<file path="config.mk">
export PLATFORM = sky130hd
export DESIGN_NAME = rr_arb4
export DESIGN_NICKNAME = d
export VERILOG_FILES = /design/src/rtl/rr_arb4_pkg.sv /design/src/rtl/rr_pick4.sv /design/src/rtl/rr_arb4.sv
export SDC_FILE = /design/constraint.sdc
export NUM_CORES = 1
export LEC_CHECK = 0
export ABC_CLOCK_PERIOD_IN_PS = 2300
export CAP_MARGIN = 20
export CORE_UTILIZATION = 47
export CTS_CLUSTER_DIAMETER = 60
export DETAILED_ROUTE_END_ITERATION = 10
export PLACE_DENSITY_LB_ADDON = 0.12
export SETUP_SLACK_MARGIN = 0.02
export SYNTH_ARGS = -nofsm -noshare
export SYNTH_HDL_FRONTEND = slang
export SYNTH_SLANG_ARGS = --single-unit
export TNS_END_PERCENT = 50
</file>
<file path="constraint.sdc">
create_clock -name clk -period 2.3 [get_ports clk]
set_input_delay 0.23 -clock clk [delete_from_list [all_inputs] [get_ports clk]]
set_output_delay 0.23 -clock clk [all_outputs]
set_load 0.05 [all_outputs]
</file>
<file path="src/rtl/rr_arb4_pkg.sv">
`default_nettype none
// ----------------------------------------------------------------------------
// Module   : rr_arb4_pkg
// Purpose  : Shared types and constants for the four-lane round-robin arbiter.
// Contents : state_t {IDLE, GRANT}, NUM_LANES, ID_W
// Revision : 1.0  initial release
// ----------------------------------------------------------------------------
package rr_arb4_pkg;

  localparam int NUM_LANES = 4;
  localparam int ID_W      = 2;

  typedef enum logic [0:0] {
    IDLE  = 1'b0,
    GRANT = 1'b1
  } state_t;

endpackage : rr_arb4_pkg
`default_nettype wire

</file>
<file path="src/rtl/rr_pick4.sv">
`default_nettype none
// ----------------------------------------------------------------------------
// Module   : rr_pick4
// Purpose  : Combinational rotating-priority encoder. The lane after ptr has
//            the highest priority; ptr itself has the lowest.
// Ports    : req    in  4  request vector
//            ptr    in  2  last winner
//            any    out 1  at least one request present
//            winner out 2  selected lane (0 when any=0)
// Revision : 1.0  initial release
// ----------------------------------------------------------------------------
module rr_pick4
  import rr_arb4_pkg::*;
(
  input  logic [NUM_LANES-1:0] req,
  input  logic [ID_W-1:0]      ptr,
  output logic                 any,
  output logic [ID_W-1:0]      winner
);

  logic [ID_W-1:0] w_idx;
  logic            w_found;

  always_comb begin
    any     = |req;
    winner  = '0;
    w_idx   = '0;
    w_found = 1'b0;
    // Offsets 1..4 wrap mod 4, so offset 4 revisits ptr last.
    for (int i = 1; i <= NUM_LANES; i++) begin
      w_idx = ptr + ID_W'(i);
      if (!w_found && req[w_idx]) begin
        winner  = w_idx;
        w_found = 1'b1;
      end
    end
  end

endmodule : rr_pick4
`default_nettype wire

</file>
<file path="src/rtl/rr_arb4.sv">
`default_nettype none
// ----------------------------------------------------------------------------
// Module   : rr_arb4
// Purpose  : Four-requester round-robin arbiter with bounded hold time.
//            Registered one-hot grant, encoded winner and expiry pulse.
// Ports    : clk       in  1  clock, rising edge
//            rst       in  1  synchronous active-high reset
//            req       in  4  per-lane level request
//            done      in  4  per-lane release pulse (holder bit only)
//            gnt       out 4  one-hot grant, zero when idle
//            gnt_valid out 1  OR of gnt
//            gnt_id    out 2  encoded winner, holds last value when idle
//            timeout   out 1  one-cycle pulse on MAX_HOLD revocation
// Revision : 1.0  initial release
// ----------------------------------------------------------------------------
module rr_arb4
  import rr_arb4_pkg::*;
#(
  parameter int MAX_HOLD = 16,
  parameter int CNT_W    = $clog2(MAX_HOLD + 1)
) (
  input  logic                 clk,
  input  logic                 rst,
  input  logic [NUM_LANES-1:0] req,
  input  logic [NUM_LANES-1:0] done,
  output logic [NUM_LANES-1:0] gnt,
  output logic                 gnt_valid,
  output logic [ID_W-1:0]      gnt_id,
  output logic                 timeout
);

  localparam logic [CNT_W-1:0] C_CNT_LAST = CNT_W'(MAX_HOLD - 1);

  state_t               r_state,   w_state_nxt;
  logic [ID_W-1:0]      r_ptr,     w_ptr_nxt;
  logic [CNT_W-1:0]     r_cnt,     w_cnt_nxt;
  logic [NUM_LANES-1:0] r_gnt,     w_gnt_nxt;
  logic [ID_W-1:0]      r_gnt_id,  w_gnt_id_nxt;
  logic                 r_valid;
  logic                 r_timeout, w_timeout_nxt;

  logic                 w_any;
  logic [ID_W-1:0]      w_winner;
  logic                 w_hold_done;
  logic                 w_hold_req;
  logic                 w_expire;

  rr_pick4 u_pick (
    .req    (req),
    .ptr    (r_ptr),
    .any    (w_any),
    .winner (w_winner)
  );

  assign w_hold_done = done[r_gnt_id];
  assign w_hold_req  = req[r_gnt_id];
  assign w_expire    = (r_cnt == C_CNT_LAST);

  always_comb begin
    w_state_nxt   = r_state;
    w_ptr_nxt     = r_ptr;
    w_cnt_nxt     = r_cnt;
    w_gnt_nxt     = r_gnt;
    w_gnt_id_nxt  = r_gnt_id;
    w_timeout_nxt = 1'b0;
    case (r_state)
      IDLE: begin
        if (w_any) begin
          w_state_nxt  = GRANT;
          w_gnt_nxt    = NUM_LANES'(1) << w_winner;
          w_gnt_id_nxt = w_winner;
          w_ptr_nxt    = w_winner;
          w_cnt_nxt    = '0;
        end
      end
      GRANT: begin
        if (w_hold_done || !w_hold_req || w_expire) begin
          w_state_nxt   = IDLE;
          w_gnt_nxt     = '0;
          // A normal release or withdrawal wins over a coincident expiry.
          w_timeout_nxt = w_expire && w_hold_req && !w_hold_done;
        end else begin
          // Not expired here, so cnt+1 never exceeds MAX_HOLD-1.
          w_cnt_nxt = r_cnt + CNT_W'(1);
        end
      end
      default: begin
        w_state_nxt = IDLE;
        w_gnt_nxt   = '0;
      end
    endcase
  end

  always_ff @(posedge clk) begin
    if (rst) begin
      r_state   <= IDLE;
      r_ptr     <= ID_W'(NUM_LANES - 1);
      r_cnt     <= '0;
      r_gnt     <= '0;
      r_gnt_id  <= '0;
      r_valid   <= 1'b0;
      r_timeout <= 1'b0;
    end else begin
      r_state   <= w_state_nxt;
      r_ptr     <= w_ptr_nxt;
      r_cnt     <= w_cnt_nxt;
      r_gnt     <= w_gnt_nxt;
      r_gnt_id  <= w_gnt_id_nxt;
      r_valid   <= |w_gnt_nxt;
      r_timeout <= w_timeout_nxt;
    end
  end

  assign gnt       = r_gnt;
  assign gnt_valid = r_valid;
  assign gnt_id    = r_gnt_id;
  assign timeout   = r_timeout;

endmodule : rr_arb4
`default_nettype wire

</file>
==> results of run 1 <==
flip-flops by register name (all words and copies together) (netlist names):
register   count
r_cnt          5
gnt            4
gnt_id         2
r_ptr          2
gnt_valid      1
r_state        1
timeout        1
metal layers:
metal  track usage (%)  part of all wire [%]  vias up
li1                  -                     -      362
met1              22.7                    46      322
met2              32.4                    51        5
met3              5.11                   2.2        2
met4              5.45                  0.52        0
met5                 0                     0        -
Yosys cell counts, types with 2 or more instances:
cell type,n
a21oi_1,3
a22o_1,3
a31oi_1,2
clkbuf_1,2
dfxtp_1,16
ha_1,2
inv_1,2
nand2_1,4
nand2b_1,3
nand3_1,2
nand3b_1,2
nand4b_1,2
nor2_1,9
nor2b_1,7
o211ai_1,2
o21ai_0,2
or2b_1,2
power by group through the flow:
| stage | Sequential [mW] | Clock, mW | Combinational [mW] |
|---|---|---|---|
| after floorplan | 0.353 | 0 | 0.0779 |
| after global placement | 0.318 | 0 | 0.170 |
| after detailed placement | 0.319 | 0 | 0.172 |
| after CTS | 0.312 | 0.190 | 0.173 |
| after global routing | 0.316 | 0.201 | 0.184 |
| final | 0.312 | 0.185 | 0.173 |
critical path, delay by kind of cell (launching register included):
family	cells	cell delay, ps
AO/OA/AOI/OAI	2	400
adder cells (fa/ha/maj)	2	410
flip-flops	1	360
AND/OR/NAND/NOR	3	390
buffers and inverters	1	170
cell families (layout without fill, tap and decap cells):
kind of cell	after synthesis	in the layout	synth area share, %
and+or+nand+nor	39	39	28.1
AOI/OAI and AO/OA	22	22	21.6
DFF	16	16	40.4
buffers and inverters	5	25	2.53
adders and majority gates	2	2	3.16
muxes	2	2	4.11
layout make-up:
| cell class | count | area, µm² |
|---|---|---|
| Clock buffer | 4 | 36.3 |
| Timing Repair Buffer | 19 | 185 |
| Inverter | 2 | 7.51 |
| Multi-Input combinational cell | 65 | 452 |
| Sequential cell | 16 | 320 |
| Fill cell | 134 | 520 |
| Tap cell | 16 | 20.0 |
worst max path at each step:
stage / start / end / slack, ps / depth (start not counted)
after CTS: r_cnt[0] / gnt[3] / 510 / 8
after detailed placement: req[1] / gnt[2] / 230 / 6
final: r_cnt[0] / gnt[3] / 510 / 8
after global placement: req[1] / gnt[2] / 270 / 6
after global routing: r_cnt[0] / gnt[2] / 420 / 8
after floorplan: gnt_id[0] / gnt[0] / 450 / 4
metrics by stage:
stage,area (µm²),instances,setup slack [ps],hold slack [ps]
3_5_place_dp,985,118,232,490
2_1_floorplan,792,86,450,302
5_1_grt,1020,122,417,527
4_1_cts,1020,122,510,510
6_report,1020,122,513,501
3_3_place_gp,985,118,270,473
==> flow_metrics.env, run 1 <==
export IMPL_drv_slew=0
export IMPL_power_frac_clock_pct=27.7
export IMPL_layout_commonest_cell="clkdlybuf4s50_1"
export IMPL_post_cts_setup_buffer_count=0
export IMPL_reg2reg_depth=8
export IMPL_syn_avg_cell_area_um2=9.21
export IMPL_routed_wl_um=1550
export IMPL_vias_per_cell=5.66
export IMPL_synthTopCellsByArea="dfxtp_1 40%, nor2b_1 5.5%, nor2_1 4.3%, a22o_1 3.3%, ha_1 3.2%"
export IMPL_grt_max_degree=17
export IMPL_vias=691
export IMPL_io_buffers=17
export IMPL_pwr_share_comb_pct=25.8
export IMPL_grt_pass1_wl_um=2660
export IMPL_regToRegSetupSlack_ps=510
export IMPL_seqPwrFrac_pct=46.6
export IMPL_max_stage_delay_ps=360
export IMPL_cts_buffers_inserted=3
export IMPL_slew_headroom_pct=63.2
export IMPL_ys_seq_elements=16
export IMPL_hold_path_class="reg -> reg"
export IMPL_async_reset_ff_share_pct=0
export IMPL_path_max_fanout=7
export IMPL_clk_pin_slew_ps=90
export IMPL_p_int_mw=0.465
export IMPL_fin_crit_sh_pct=77.7
export IMPL_finClkSkew_ps=3.83
export IMPL_p_per_area_nw_per_um2=656
export IMPL_dp_hpwl_um=1200
export IMPL_fin_setup_tns_ps=0
export IMPL_yosysWarnings=0
export IMPL_tightest_slew_ps=550
export IMPL_min_from="r_cnt[3]"
export IMPL_cp_start_kind="flop"
export IMPL_vdd_ir_drop_max_mv=0.440
export IMPL_drc=0
export IMPL_start_util_pct=51.4
export IMPL_detail_route_wl_per_cell_um=12.7
export IMPL_insertion_delay_ps=290
export IMPL_num_antenna_cells=0
export IMPL_final_util_pct=66.2
export IMPL_timing_critical_path_mode_cell="ha_1"
export IMPL_slowest_stage="dfxtp_1"
export IMPL_num_rows=14
export IMPL_post_route_min_period_ps=1790
export IMPL_antenna_found_initial=0
export IMPL_power_mw=0.670
export IMPL_core_um2=1540
export IMPL_drt_pass1_iter_count=4
export IMPL_first_global_vias=630
export IMPL_synth_main_ff_cell="dfxtp_1"
export IMPL_yosysTopAreaCell="dfxtp_1"
export IMPL_cts_buffer_depth=2
export IMPL_r2r_end="gnt[3]"
export IMPL_hold_violations=0
export IMPL_crit_chain="ha_1 > and3_1 > ha_1 > nor2b_1 > buf_4 > nand2_2 > a21oi_2 > a22o_1"
export IMPL_gp_congestion=0.781
export IMPL_required_ps=2530
export IMPL_yosys_cell_types_count=38
export IMPL_nNetsFinal=119
export IMPL_setup_violations=0
export IMPL_fp_dieH_um=43.1
export IMPL_yosysSeqAreaShare_pct=40.4
export IMPL_cts_tree="built"
export IMPL_status="complete, no violations"
export IMPL_r2r_start="r_cnt[0]"
export IMPL_dieArea_um2=1850
export IMPL_postCtsHoldBufs=0
export IMPL_switchingPower_mw=0.205
export IMPL_clockRootBuffer="clkbuf_4"
export IMPL_worst_setup_path_end_kind="flop"
export IMPL_maxCapViolCount=0
export IMPL_grt_ovfl_total=0
export IMPL_netlist_instances=86
export IMPL_antenna_left=0
export IMPL_htreeDepth=1
export IMPL_boundaryPins=18
export IMPL_p_leak_nw=0.398
export IMPL_drive_gt1_share_pct=10.4
export IMPL_most_common_layout_cells="17 x clkdlybuf4s50_1, 16 x dfxtp_1, 9 x nor2_1"
export IMPL_netlist_area_leader_share_pct=40.4
export IMPL_mappedNetlistArea_um2=792
export IMPL_hold_depth=2
export IMPL_crit_arrival_ps=2020
export IMPL_fmax_ghz=0.560
export IMPL_min_to="r_cnt[3]"
export IMPL_postSynthNetCount=98
export IMPL_grtUsageTotal_pct=18.8
export IMPL_cts_resized=0
export IMPL_die_w_um=43.1
export IMPL_synth_enable_flop_cells=0
export IMPL_drt_iter0_drc=8
export IMPL_rsz0062_at_grt="no"
export IMPL_netSwitchingFraction_pct=30.6
export IMPL_clock_sinks=16
export IMPL_path_class="reg -> reg"
export IMPL_area_delta_synth_final_pct=28.9
No activity file was read; power rests on OpenSTA's default activity.
==> run 2: changes to the inputs <==
--- a/config.mk
+++ b/config.mk
@@ -5,9 +5,9 @@
 export SDC_FILE = /design/constraint.sdc
 export NUM_CORES = 1
 export LEC_CHECK = 0
-export ABC_CLOCK_PERIOD_IN_PS = 2300
+export ABC_CLOCK_PERIOD_IN_PS = 1600
 export CAP_MARGIN = 20
-export CORE_UTILIZATION = 47
+export CORE_UTILIZATION = 43
 export CTS_CLUSTER_DIAMETER = 60
 export DETAILED_ROUTE_END_ITERATION = 10
 export PLACE_DENSITY_LB_ADDON = 0.12
==> constraint.sdc (replaced) <==
create_clock -name clk -period 1.6 [get_ports clk]
set_input_delay 0.16 -clock clk [delete_from_list [all_inputs] [get_ports clk]]
set_output_delay 0.16 -clock clk [all_outputs]
set_load 0.05 [all_outputs]
==> run 2 against run 1 <==
Against the previous run: cell count is 19% higher; core utilization rose by 4.0 points; setup slack worse by 480 ps; sequential share of layout area down 4.3 points; clock skew is 2.1 ps higher; via count rose by 12%; power up 51%; largest cell class unchanged.
==> flow_metrics.env, run 2 (same netlist as run 1, synthesis figures left out) <==
export IMPL_status="complete, no violations"
export IMPL_io_buffers=17
export IMPL_reg2reg_depth=8
export IMPL_area_delta_synth_final_pct=53.1
export IMPL_drc=0
export IMPL_dieArea_um2=2020
export IMPL_cts_buffers_inserted=3
export IMPL_worst_setup_path_end_kind="flop"
export IMPL_final_util_pct=70.2
export IMPL_min_to="gnt[2]"
export IMPL_core_um2=1730
export IMPL_max_stage_delay_ps=350
export IMPL_path_class="reg -> reg"
export IMPL_clk_pin_slew_ps=100
export IMPL_finClkSkew_ps=5.95
export IMPL_slew_headroom_pct=66.7
export IMPL_fin_crit_sh_pct=98.0
export IMPL_min_from="req[2]"
export IMPL_gp_congestion=0.794
export IMPL_grt_pass1_wl_um=3110
export IMPL_num_antenna_cells=0
export IMPL_start_util_pct=45.9
export IMPL_boundaryPins=18
export IMPL_post_route_min_period_ps=1570
export IMPL_fin_setup_tns_ps=0
export IMPL_drive_gt1_share_pct=36.7
export IMPL_crit_arrival_ps=1800
export IMPL_cts_buffer_depth=2
export IMPL_regToRegSetupSlack_ps=30
export IMPL_most_common_layout_cells="22 x buf_4, 12 x dfxtp_1, 9 x nor2_1"
export IMPL_maxCapViolCount=0
export IMPL_num_rows=15
export IMPL_hold_path_class="in -> reg"
export IMPL_required_ps=1830
export IMPL_p_leak_nw=0.538
export IMPL_timing_critical_path_mode_cell="ha_4"
export IMPL_grt_ovfl_total=0
export IMPL_fp_dieH_um=44.9
export IMPL_r2r_end="gnt[2]"
export IMPL_r2r_start="r_cnt[1]"
export IMPL_cp_start_kind="flop"
export IMPL_slowest_stage="dfxtp_2"
export IMPL_first_global_vias=691
export IMPL_antenna_found_initial=0
export IMPL_fmax_ghz=0.638
export IMPL_routed_wl_um=1940
export IMPL_drt_pass1_iter_count=4
export IMPL_rsz0062_at_grt="yes"
export IMPL_detail_route_wl_per_cell_um=13.4
export IMPL_drt_iter0_drc=18
export IMPL_path_max_fanout=5
export IMPL_dp_hpwl_um=1440
export IMPL_layout_commonest_cell="buf_4"
export IMPL_clockRootBuffer="clkbuf_4"
export IMPL_hold_depth=5
export IMPL_regMostFlops="r_cnt"
export IMPL_p_per_area_nw_per_um2=834
export IMPL_setup_violations=0
export IMPL_insertion_delay_ps=280
export IMPL_vias_per_cell=5.33
export IMPL_tightest_slew_ps=498
export IMPL_nNetsFinal=133
export IMPL_hold_violations=0
export IMPL_grt_max_degree=10
export IMPL_grtUsageTotal_pct=21.5
export IMPL_vias=773
export IMPL_cts_tree="built"
export IMPL_largest_reg_flops=5
export IMPL_drv_slew=0
export IMPL_clock_sinks=16
export IMPL_crit_chain="ha_4 > and3_4 > ha_4 > nor2b_4 > buf_6 > nand2_4 > a21oi_4 > a22o_1"
export IMPL_die_w_um=44.9
export IMPL_postCtsHoldBufs=0
export IMPL_vdd_ir_drop_max_mv=0.576
export IMPL_antenna_left=0
export IMPL_power_mw=1.01
export IMPL_htreeDepth=1
-- run 2: cell count changes in the layout (fill, tap and decap cells not counted), moves of 3 or more --
| cell | before | now |
|---|---|---|
| dlymetal6s2s_1 | 0 | 4 |
| clkdlybuf4s50_1 | 17 | 6 |
| buf_4 | 2 | 22 |
| dfxtp_2 | 0 | 3 |
| dfxtp_1 | 16 | 12 |
-- run 2: how the worst max path moves through the flow --
stage                   to  cells after the start     start  slack (ps)
floorplan           gnt[0]                      8  r_cnt[0]          20
global placement    gnt[2]                      6    req[0]        -190
detailed placement  gnt[1]                      6    req[3]        -210
CTS                 gnt[0]                      8  r_cnt[0]          30
global route        gnt[0]                      8  r_cnt[1]         -50
finish              gnt[2]                      8  r_cnt[1]          30
-- run 2: timing repair --
item / CTS / global route
pin swaps: 3 / 7
gates resized for setup: 8 / 9
setup buffers: 1 / 0
setup endpoints to repair: 8 / 10
-- run 2: per-stage QoR --
step	setup WS [ps]	std cells	hold WS [ps]	cell area, µm²
2_1_floorplan	19.8	86	232	816
3_3_place_gp	-187	140	476	1100
3_5_place_dp	-215	140	485	1100
4_1_cts	25.9	145	502	1180
5_1_grt	-52.3	145	527	1210
6_report	31.4	145	481	1210
-- run 2: worst max-delay path: cells and delay by family, from the launching register on --
family,cells,cell delay [ps]
AO/OA/AOI/OAI,2,390
adder cells (fa/ha/maj),2,320
flip-flops,1,350
AND/OR/NAND/NOR,3,350
buffers and inverters,1,110
-- run 2: routing by layer --
metal | part of all wire (%) | GRT usage [%] | vias up
met5 | 0 | 0 | -
met2 | 52 | 37.4 | 8
met4 | 1.1 | 10.3 | 0
met3 | 1.7 | 3.60 | 2
li1 | - | - | 385
met1 | 45 | 25.7 | 378
-- run 2: power breakdown --
part	switching, mW	internal (mW)	total, mW	leakage (nW)
combinational	0.162	0.132	0.294	0.384
clock	0.126	0.138	0.264	0.0210
sequential	0.0263	0.427	0.453	0.133
total	0.314	0.697	1.01	0.538
-- run 2: cell type report --
| type | instances | area (µm²) |
|---|---|---|
| clock buffers | 4 | 36.3 |
| fillers | 139 | 514 |
| inverters | 2 | 7.51 |
| multi-input cells | 65 | 523 |
| flip-flops and latches | 16 | 328 |
| well taps | 25 | 31.3 |
| repair buffers | 33 | 287 |
==> run 3: changes to the inputs <==
--- a/config.mk
+++ b/config.mk
@@ -7,6 +7,7 @@
 export LEC_CHECK = 0
 export ABC_CLOCK_PERIOD_IN_PS = 1600
 export CAP_MARGIN = 20
+export CORE_MARGIN = 2
 export CORE_UTILIZATION = 43
 export CTS_CLUSTER_DIAMETER = 60
 export DETAILED_ROUTE_END_ITERATION = 10
==> run 3 against run 2 <==
Against the previous run: combinational power down 2%; cell count down 0.69%; die area up 9.1%; flip-flop and latch count unchanged; critical path type is now in -> reg; critical endpoint is now r_cnt[2]; largest cell class unchanged; largest power group unchanged; highest routed layer unchanged.
==> flow_metrics.env, run 3 (same netlist as run 1, synthesis figures left out) <==
export IMPL_status="complete, no violations"
export IMPL_vias=756
export IMPL_gp_congestion=0.766
export IMPL_hold_path_class="reg -> reg"
export IMPL_num_rows=15
export IMPL_core_um2=1730
export IMPL_required_ps=1810
export IMPL_hold_slack_ps=493
export IMPL_boundaryPins=18
export IMPL_drc=0
export IMPL_die_w_um=46.9
export IMPL_fin_setup_tns_ps=0
export IMPL_post_route_min_period_ps=1540
export IMPL_hold_violations=0
export IMPL_drv_slew=0
export IMPL_vias_per_cell=5.25
export IMPL_p_leak_nw=0.485
export IMPL_largest_reg_flops=5
export IMPL_place_inst=140
export IMPL_io_buffers=17
export IMPL_clock_sinks=16
export IMPL_layout_commonest_cell="buf_4"
export IMPL_cts_buffers_inserted=3
export IMPL_crit_arrival_ps=1750
export IMPL_fp_dieH_um=46.9
export IMPL_grt_ovfl_total=0
export IMPL_start_util_pct=45.9
export IMPL_rsz0062_at_grt="yes"
export IMPL_clockRootBuffer="clkbuf_4"
export IMPL_area_delta_synth_final_pct=48.7
export IMPL_antenna_found_initial=0
export IMPL_path_max_fanout=5
export IMPL_htreeDepth=1
export IMPL_slew_headroom_pct=75.8
export IMPL_nNetsFinal=132
export IMPL_detail_route_wl_per_cell_um=12.6
export IMPL_insertion_delay_ps=280
export IMPL_slowest_stage="mux4_2"
export IMPL_power_mw=0.963
export IMPL_crit_chain="clkdlybuf4s50_1 > nor2b_1 > mux4_2 > a21oi_4 > nand2_1 > a31oi_1"
export IMPL_cpLargestDelayFamily="multiplexers"
export IMPL_first_global_vias=701
export IMPL_setup_violations=0
export IMPL_grt_max_degree=10
export IMPL_dp_hpwl_um=1440
export IMPL_clk_pin_slew_ps=90
export IMPL_drive_gt1_share_pct=34.5
export IMPL_grtUsageTotal_pct=18.8
export IMPL_cts_tree="built"
export IMPL_drt_pass1_iter_count=2
export IMPL_vdd_ir_drop_max_mv=0.678
export IMPL_p_per_area_nw_per_um2=818
export IMPL_grt_pass1_wl_um=2930
export IMPL_routed_wl_um=1810
export IMPL_maxCapViolCount=0
export IMPL_drt_iter0_drc=1
export IMPL_most_common_layout_cells="21 x buf_4, 12 x dfxtp_1, 9 x nor2_1, 9 x clkdlybuf4s50_1, 6 x nor2b_1"
export IMPL_num_antenna_cells=0
export IMPL_tightest_slew_ps=361
export IMPL_fin_crit_sh_pct=96.5
export IMPL_path_class="in -> reg"
export IMPL_stdcell_count=144
export IMPL_max_stage_delay_ps=560
export IMPL_finClkSkew_ps=8.84
export IMPL_fmax_ghz=0.647
export IMPL_antenna_left=0
export IMPL_cp_start_kind="input pin"
export IMPL_regMostFlops="r_cnt"
export IMPL_worst_setup_path_end_kind="flop"
export IMPL_cts_buffer_depth=2
export IMPL_final_util_pct=68.2
export IMPL_dieArea_um2=2200
export IMPL_crit_buf_inv=1
export IMPL_postCtsHoldBufs=0
[run 3: cell types whose count changed in the layout (fill, tap and decap cells not counted)]
| cell | before | now |
|---|---|---|
| buf_4 | 22 | 21 |
| buf_6 | 1 | 2 |
| clkbuf_1 | 0 | 1 |
| clkbuf_8 | 1 | 0 |
| clkdlybuf4s50_1 | 6 | 9 |
| dlymetal6s2s_1 | 4 | 0 |
| nor2b_1 | 5 | 6 |
| nor2b_2 | 1 | 0 |
| o2bb2ai_1 | 0 | 1 |
| o2bb2ai_2 | 1 | 0 |
[run 3: path summary, 6_finish.rpt]
| kind | endpoint | slack, ps | startpoint | cells after the start |
|---|---|---|---|---|
| worst max-delay path | r_cnt[2] | 60 | req[0] | 6 |
| worst min-delay path | r_cnt[3] | 490 | r_cnt[3] | 2 |
| worst max register to register | gnt[2] | 80 | r_cnt[0] | 8 |
| worst min register to register | r_cnt[3] | 490 | r_cnt[3] | 2 |
[run 3: per-stage QoR]
step                cell area [µm²]  worst slack, ps
detailed placement             1090             -201
finish                         1180             55.6
global placement               1090             -184
CTS                            1130             36.9
global route                   1180            -6.59
floorplan                       816             19.8
[run 3: power by group]
group          leakage, nW  internal (mW)  switching [mW]
Clock               0.0150         0.0967           0.124
Combinational        0.337          0.133           0.156
Sequential           0.133          0.427          0.0261
[run 3: repair_timing]
| item | in CTS | in global routing |
|---|---|---|
| setup buffers | 0 | 0 |
| resized for setup | 3 | 9 |
| setup endpoints to repair | 5 | 10 |
| pin swaps | 2 | 4 |
[run 3: layout make-up]
cell class                 count  area (µm²)
clock buffer                   4        26.3
fill                         156         549
inverter                       2        7.51
multi-input combinational     65         514
sequential                    16         328
tap                           25        31.3
timing repair buffer          32         270
[run 3: worst min-delay path: stages (launching register included)]
cell	delay, ps
dfxtp_1	340
nand2_1	60
a21oi_1	50
[run 3: metal layers]
layer | vias up | GRT usage [%] | part of all wire, %
li1 | 383 | - | -
met1 | 365 | 21.2 | 44
met2 | 6 | 34.2 | 53
met3 | 2 | 5.77 | 2.2
met4 | 0 | 5.00 | 0.66
met5 | - | 0 | 0
